===== config.mk =====
export PLATFORM = sky130hd
export DESIGN_NAME = fetch_pc_sequencer
export DESIGN_NICKNAME = d
export VERILOG_FILES = /design/src/rtl/fetch_pc_sequencer.sv
export SDC_FILE = /design/constraint.sdc
export NUM_CORES = 1
export LEC_CHECK = 0
export ABC_AREA = 1
export BUFFER_PORTS_ARGS = -buffer_cell sky130_fd_sc_hd__buf_2
export CORE_MARGIN = 2
export CORE_UTILIZATION = 55
export DETAILED_ROUTE_END_ITERATION = 10
export PLACE_DENSITY = 0.78
export SYNTH_ARGS = -nofsm -noshare
export SYNTH_HDL_FRONTEND = slang
export SYNTH_SLANG_ARGS = --single-unit

===== constraint.sdc =====
create_clock -name CLOCK -period 2.39 [get_ports CLOCK]
set_input_delay 0.5975 -clock CLOCK [delete_from_list [all_inputs] [get_ports CLOCK]]
set_output_delay 0.5975 -clock CLOCK [all_outputs]
set_load 0.05 [all_outputs]

===== src/rtl/fetch_pc_sequencer.sv =====
// fetch_pc_sequencer: owns the architectural fetch PC, issues one instruction
// fetch at a time, steps by 4 and applies decode-resolved redirects.
// Optional feature macro: DELAY_SLOT_EN
//   defined   -> MIPS branch-delay-slot semantics, Flush never asserts.
//   undefined -> redirects squash the in-flight fetch and pulse Flush.
//
// state | meaning
// ------+---------------------------------------------------------------
// BOOT  | post-reset idle cycle, no fetch request
// FETCH | fetch outstanding at Fetch_PC, waiting for IMem_Ready
// STALL | fetched word held while the hazard unit stalls fetch/decode
`timescale 1ns/1ps

module fetch_pc_sequencer #(
  parameter logic [31:0] RESET_VECTOR = 32'hBFC00000
) (
  input  logic        CLOCK,
  input  logic        RESET,
  input  logic        Stall,
  input  logic        Redirect_Valid,
  input  logic [31:0] Redirect_Target,
  input  logic        IMem_Ready,
  output logic        Fetch_Req,
  output logic [31:0] Fetch_PC,
  output logic        Decode_Valid,
  output logic [31:0] Decode_PC_Plus4,
  output logic        Flush,
  output logic        Redirect_Pending
);

  typedef enum logic [1:0] {BOOT, FETCH, STALL} seqState_t;

  seqState_t   state, stateNext;
  logic [31:0] fetchPc, fetchPcNext;
  logic        decodeValid, decodeValidNext;
  logic [31:0] decodePcPlus4, decodePcPlus4Next;
  logic        flushReg, flushNext;
  logic        pending, pendingNext;
  logic [31:0] pendTarget, pendTargetNext;

  logic [31:0] alignedTarget;
  logic [31:0] seqPc;
  logic        active;
  logic        advance;

  assign alignedTarget = Redirect_Target & ~32'd3;
  assign seqPc         = fetchPc + 32'd4;
  assign active        = (state != BOOT);
  assign advance       = ((state == FETCH) && IMem_Ready && !Stall) ||
                         ((state == STALL) && !Stall);

  // State and datapath registers; synchronous reset discards any pending redirect
  always_ff @(posedge CLOCK) begin
    if (RESET) begin
      state         <= BOOT;
      fetchPc       <= RESET_VECTOR;
      decodeValid   <= 1'b0;
      decodePcPlus4 <= 32'd0;
      flushReg      <= 1'b0;
      pending       <= 1'b0;
      pendTarget    <= 32'd0;
    end else begin
      state         <= stateNext;
      fetchPc       <= fetchPcNext;
      decodeValid   <= decodeValidNext;
      decodePcPlus4 <= decodePcPlus4Next;
      flushReg      <= flushNext;
      pending       <= pendingNext;
      pendTarget    <= pendTargetNext;
    end
  end

  // Next-state, next-PC and redirect bookkeeping
  always_comb begin
    stateNext         = state;
    fetchPcNext       = fetchPc;
    decodeValidNext   = 1'b0;
    decodePcPlus4Next = decodePcPlus4;
    flushNext         = 1'b0;
    pendingNext       = pending;
    pendTargetNext    = pendTarget;

    case (state)
      BOOT: begin
        stateNext   = FETCH;
        fetchPcNext = RESET_VECTOR;
      end
      FETCH: if (IMem_Ready && Stall) stateNext = STALL;
      STALL: if (!Stall) stateNext = FETCH;
      default: stateNext = BOOT;
    endcase

`ifdef DELAY_SLOT_EN
    // The advancing fetch is always the delay slot; its successor takes the target.
    if (advance) begin
      decodeValidNext   = 1'b1;
      decodePcPlus4Next = seqPc;
      if (pending) begin
        fetchPcNext = pendTarget;
        pendingNext = 1'b0;
      end else if (Redirect_Valid) begin
        fetchPcNext = alignedTarget;
      end else begin
        fetchPcNext = seqPc;
      end
    end else if (active && Redirect_Valid && !pending) begin
      pendingNext    = 1'b1;
      pendTargetNext = alignedTarget;
    end
`else
    // No delay slot: a redirect drops the in-flight word. Redirects seen during
    // a stall are parked internally (first one wins) until the stall drops.
    if (active && !Stall && (pending || Redirect_Valid)) begin
      fetchPcNext = pending ? pendTarget : alignedTarget;
      flushNext   = 1'b1;
      pendingNext = 1'b0;
    end else if (advance) begin
      decodeValidNext   = 1'b1;
      decodePcPlus4Next = seqPc;
      fetchPcNext       = seqPc;
    end else if (active && Stall && Redirect_Valid && !pending) begin
      pendingNext    = 1'b1;
      pendTargetNext = alignedTarget;
    end
`endif
  end

  assign Fetch_Req       = (state == FETCH);
  assign Fetch_PC        = fetchPc;
  assign Decode_Valid    = decodeValid;
  assign Decode_PC_Plus4 = decodePcPlus4;
  assign Flush           = flushReg;
`ifdef DELAY_SLOT_EN
  assign Redirect_Pending = pending;
`else
  assign Redirect_Pending = 1'b0;
`endif

endmodule


==> flow_metrics.tcl, run 1 <==
set metrics [dict create \
    drtPass1Iterations 5 \
    power_density_mw_per_mm2 640 \
    ioPinCount 105 \
    crit-reg2reg-launch "state[0]" \
    ys.flop_type "dfxtp_1" \
    layout_commonest_cell "nand2_1" \
    synthArstFlopShare_pct 0 \
    critical_path.max_fanout 19 \
    synth_area_leaders "dfxtp_1, nand2_1, nor2_1" \
    vias 5065 \
    min_path_cells 2 \
    multi_input_area_mm2 0.00247 \
    clock_skew_ns 0.0172 \
    hp-start "pendTarget[15]" \
    path_cells "nor2_2 -> inv_1 -> nand4_2 -> clkinv_1 -> nor2_1 -> nor2_1" \
    regToRegEndpoint "pendTarget[5]" \
    start_util_pct 55.6 \
    critical_path_required_ns 2.64 \
    ys_seq_elements 95 \
    path_class "flop to flop" \
    synth.top_cell.area_share_pct 39.8 \
    root_buffer "clkbuf_8" \
    area_growth_pct 14.9 \
    clk_pin_slew_ns 0.11 \
    wl_mm 13.7 \
    netlist_area_mm2 0.00478 \
    report.final.slew_viol_count 0 \
    dpl.hpwl_mm 9.82 \
    timing.fmax_mhz 515 \
    layout_common_cells "nand2_1, nor2_1, buf_2" \
    core_area_mm2 0.00859 \
    rsz0062_at_grt "false" \
    setup_tns_ns 0 \
    ff2ff_setup_slack_ns 0.45 \
    drive_gt1_share_pct 18.5 \
    die_w_um 97.2 \
    crit_top_cell "nor2_1" \
    synth_warnings 0 \
    fin_area_mm2 0.00550 \
    synth.avg_cell_area_um2 6.51 \
    drtIter0Drc 321 \
    antenna_found_initial 0 \
    min_path_type "flop to flop" \
    clk_path_buf_depth 2 \
    htree_levels 3 \
    postSynthCellCount 735 \
    wl_per_cell_um 14.7 \
    grt_max_degree 65 \
    ys_seq_area_share_pct 39.8 \
    period_needed_ns 1.94 \
    cpPeakStageDelay_ns 0.58 \
    hold_buffers 0 \
    grt_remaining_overflow 0 \
    dieArea_mm2 0.00946 \
    setup_viol 0 \
    hold_violations 0 \
    cp.arrival_ns 2.20 \
    n_antenna_cell 0 \
    critPathSlowestCell "clkinv_1" \
    worst-path-buf-inv 2 \
    crit_family "simple AND/OR/NAND/NOR gates" \
    worstMarginPinSlew_ns 0.577 \
    io_buffers 97 \
    maxSlewHeadroom_pct 61.3 \
    num_rows 34 \
    cts-buffers-inserted 9 \
    regArea_mm2 0.00190 \
    track_usage_pct 28.6 \
    gp_congestion 0.995 \
    min_period_over_period_pct 81.3 \
    p_leak_nw 2.43 \
    status "finished clean" \
    viasPerCell 5.44 \
    irDropWorstVdd_mv 0.314 \
    holdPathEnd "pendTarget[15]" \
    placed_area_mm2 0.00531 \
    drc 0 \
    nets 856 \
    reg2reg_depth 6 \
    clock-sinks 95 \
    grt_pass1_vias 4440 \
    drtAntennaViolNets 0 \
    crit_path_start_kind "flop" \
    ctsResizeCount 0 \
    clk_latency_ns 0.37 \
    fp.dieH_um 97.2 \
    yosys.area.top_type "dfxtp_1" \
    cp-end-kind "flop" \
    synth_edf_count 0 \
    ys_types 30 \
    grt_pass1_wl_mm 22.1 \
    maxCapViolCount 0 \
    cts_tree "built" \
    postCtsSetupBuffers 0 \
    nFillCells 840 \
]
==> layer usage <==
metal / global-route usage (%) / vias up / routed length (µm)
met4: 10.7 / 0 / 364
met1: 39.8 / 2306 / 6040
li1: - / 2515 / -
met5: 0 / - / 0
met2: 46.2 / 216 / 6280
met3: 2.95 / 28 / 985
==> Yosys cell counts (all sizes together), types with 3 or more instances <==
cell type,number
o21ai,74
nand2,188
inv,60
xnor2,3
a21oi,94
clkbuf,20
nand4,9
nor2,133
nand3,17
a31oi,3
or2,4
buf,19
o211ai,3
xor2,7
dfxtp,95
==> state kept, by name, summed over array words and instances (netlist names) <==
signal	count
pending	1
Fetch_PC	30
pendTarget	30
state	2
Decode_Valid	1
Flush	1
Decode_PC_Plus4	30
==> worst max-delay path by stage <==
stage	start	endpoint	slack [ns]	cells past startpoint
6_report	state[0]	pendTarget[5]	0.45	6
3_3_place_gp	Stall	pendTarget[27]	0.38	5
5_1_grt	Fetch_PC[3]	Fetch_PC[22]	0.29	9
3_5_place_dp	IMem_Ready	Fetch_PC[28]	0.34	9
2_1_floorplan	Fetch_PC[2]	Fetch_PC[28]	0.45	10
4_1_cts	state[0]	pendTarget[26]	0.46	6
==> cell families after synthesis <==
logic type                 Yosys count  synth area share (%)
AOI/OAI and AO/OA                  177                  19.5
xor gates and xnor gates            10                  1.83
adders and majority gates            1                 0.262
buffers and inverters              100                  8.82
DFF                                 95                  39.8
other                                1                0.0784
and+or+nand+nor                    351                  29.7
==> worst min-delay path: cells and delay by family, from the launching register on <==
kind                   cells  cell delay [ns]
flip-flops                 1             0.31
buffers and inverters      1             0.06
AO/OA/AOI/OAI              1             0.05
==> per-stage QoR <==
| step | hold WS (ns) | power (W) | instances | utilization [%] | setup slack (ns) |
|---|---|---|---|---|---|
| 2_1_floorplan | 0.429 | 0.00233 | 739 | - | 0.454 |
| 3_3_place_gp | 0.437 | 0.00252 | 915 | 61.8 | 0.384 |
| 3_5_place_dp | 0.444 | 0.00253 | 915 | 61.8 | 0.337 |
| 4_1_cts | 0.458 | 0.00352 | 931 | 63.9 | 0.465 |
| 5_1_grt | 0.480 | 0.00368 | 931 | 63.9 | 0.291 |
| 6_report | 0.457 | 0.00352 | 931 | 63.9 | 0.447 |
==> power by group <==
group	leakage, nW	total (W)	switching (W)	internal [W]
registers	0.776	0.00176	0.0000889	0.00167
clock network	0.0861	0.00101	0.000598	0.000415
logic	1.57	0.000744	0.000551	0.000193
total	2.43	0.00352	0.00124	0.00228
==> final cells by class <==
| cell class | count | share of cell area (%) |
|---|---|---|
| Clock inverter | 5 | 0.751 |
| Clock buffer | 11 | 2.57 |
| Timing Repair Buffer | 107 | 10.4 |
| Sequential cell | 95 | 34.6 |
| Tap cell | 108 | 2.46 |
| Inverter | 61 | 4.17 |
| Multi-Input combinational cell | 544 | 45.0 |
Note: power is estimated with default switching activity, not from simulation.
==> inputs of run 2 (changes only) <==
clock period = 1.8 ns   (was 2.39 ns; I/O delays follow)
==> run 2 against run 1 <==
Against the previous run:
- wire length up 1.7%
- largest cell class unchanged
- flip-flop and latch count did not move
- combinational power is 41% higher
- clock power grew 55%
- utilization grew 2.9 points
- critical endpoint is now Fetch_PC[8]
- via count grew 1.1%
==> flow_metrics.tcl, run 2 (synthesis results as in run 1) <==
set metrics [dict create \
    hold_buffers 0 \
    p_clk_share_pct 31.7 \
    final.setup.worst_slack_ns 0.149 \
    critical_path_required_ns 1.35 \
    dpl.hpwl_mm 10.4 \
    clock-sinks 95 \
    layout_common_cells "nand2_1, nor2_1, buf_2" \
    placed_area_mm2 0.00549 \
    utilization_pct 66.9 \
    clk_pin_slew_ns 0.10 \
    wl_per_cell_um 14.6 \
    viasPerCell 5.38 \
    antenna_found_initial 0 \
    nets 878 \
    crit_path_start_kind "flop" \
    clk_latency_ns 0.36 \
    fin_area_mm2 0.00575 \
    start_util_pct 55.6 \
    grt_max_degree 52 \
    min_period_over_period_pct 91.7 \
    maxCapViolCount 0 \
    holdWs_ns 0.352 \
    placedCellCount 937 \
    crit-reg2reg-launch "Fetch_PC[11]" \
    ioPinCount 105 \
    dp_slack_ns 0.0768 \
    p_leak_nw 2.56 \
    report.final.slew_viol_count 0 \
    layout_commonest_cell "nand2_1" \
    drive_gt1_share_pct 21.8 \
    min_path_type "input pin to flop" \
    cts_tree "built" \
    internal_power_w 0.00331 \
    cts-buffers-inserted 9 \
    core_area_mm2 0.00859 \
    drtAntennaViolNets 0 \
    root_buffer "clkbuf_8" \
    wl_mm 13.9 \
    drc 0 \
    startpoint "Fetch_PC[8]" \
    hold_violations 0 \
    netSwitchingPower_w 0.00163 \
    clock_skew_ns 0.0135 \
    power_density_mw_per_mm2 861 \
    die_w_um 97.2 \
    dieArea_mm2 0.00946 \
    grt_pass1_vias 4742 \
    seqPwrFrac_pct 47.0 \
    grt_pass1_wl_mm 22.6 \
    critical_path.max_fanout 4 \
    area_growth_pct 20.1 \
    htree_levels 3 \
    grt_remaining_overflow 0 \
    cp.arrival_ns 1.20 \
    period_needed_ns 1.65 \
    p_comb_share_pct 21.3 \
    setup_viol 0 \
    irDropWorstVdd_mv 0.423 \
    final_cells 953 \
    n_antenna_cell 0 \
    gp_congestion 0.956 \
    drtIter0Drc 341 \
    drtPass1Iterations 5 \
    num_rows 34 \
    cp-end-kind "output pin" \
    timing.fmax_mhz 606 \
    rsz0062_at_grt "true" \
    io_buffers 97 \
    status "finished clean" \
    fp.dieH_um 97.2 \
    track_usage_pct 29.3 \
    ctsResizeCount 0 \
    clk_path_buf_depth 2 \
    path_class "flop to output pin" \
    hp-start "Redirect_Target[25]" \
    postCtsSetupBuffers 0 \
    ff2ff_setup_slack_ns 0.16 \
    switching_share_pct 33.0 \
    vias 5123 \
]
[run 2: changes by cell type in the layout (fill, tap and decap cells not counted), moves of 2 or more]
cell | previous run | this run
nor2_1 | 124 | 119
bufinv_16 | 0 | 2
nor2_2 | 7 | 10
nor2_4 | 2 | 4
dfxtp_1 | 95 | 93
buf_4 | 9 | 30
[run 2: area by class of cell]
class	count	area (µm²)
clock buffer	10	128
clock inverter	6	92.6
fill	791	2850
inverter	61	229
multi-input combinational	544	2500
sequential	95	1910
tap	108	135
timing repair buffer	129	751
[run 2: stage by stage]
| stage | setup TNS (ns) | total power [W] |
|---|---|---|
| floorplan | 0 | 0.00309 |
| global placement | 0 | 0.00340 |
| detailed placement | 0 | 0.00342 |
| CTS | 0 | 0.00495 |
| global route | -0.0304 | 0.00516 |
| finish | 0 | 0.00495 |
[run 2: worst paths after layout]
kind / end / cells past startpoint
min: pendTarget[25] / 3
max reg2reg: Decode_PC_Plus4[30] / 9
max: Fetch_PC[8] / 2
min reg2reg: Decode_PC_Plus4[6] / 2
[run 2: critical path: stages (launching register included)]
cell and delay (ns):
dfxtp_1 0.44, buf_4 0.16, buf_2 0.25
[run 2: per-layer routing]
metal / vias up / share of wire (%) / track usage (%)
met4: 0 / 3.7 / 12.5
met2: 194 / 46 / 48.2
li1: 2558 / - / -
met5: - / 0 / 0
met1: 2336 / 44 / 38.9
met3: 35 / 6.6 / 3.96
[run 2: power groups by stage]
stage / clock network (W) / registers [W] / logic (W)
2_1_floorplan: 0 / 0.00262 / 0.000472
6_report: 0.00157 / 0.00233 / 0.00105
3_3_place_gp: 0 / 0.00237 / 0.00103
5_1_grt: 0.00167 / 0.00234 / 0.00115
4_1_cts: 0.00158 / 0.00233 / 0.00105
3_5_place_dp: 0 / 0.00237 / 0.00105
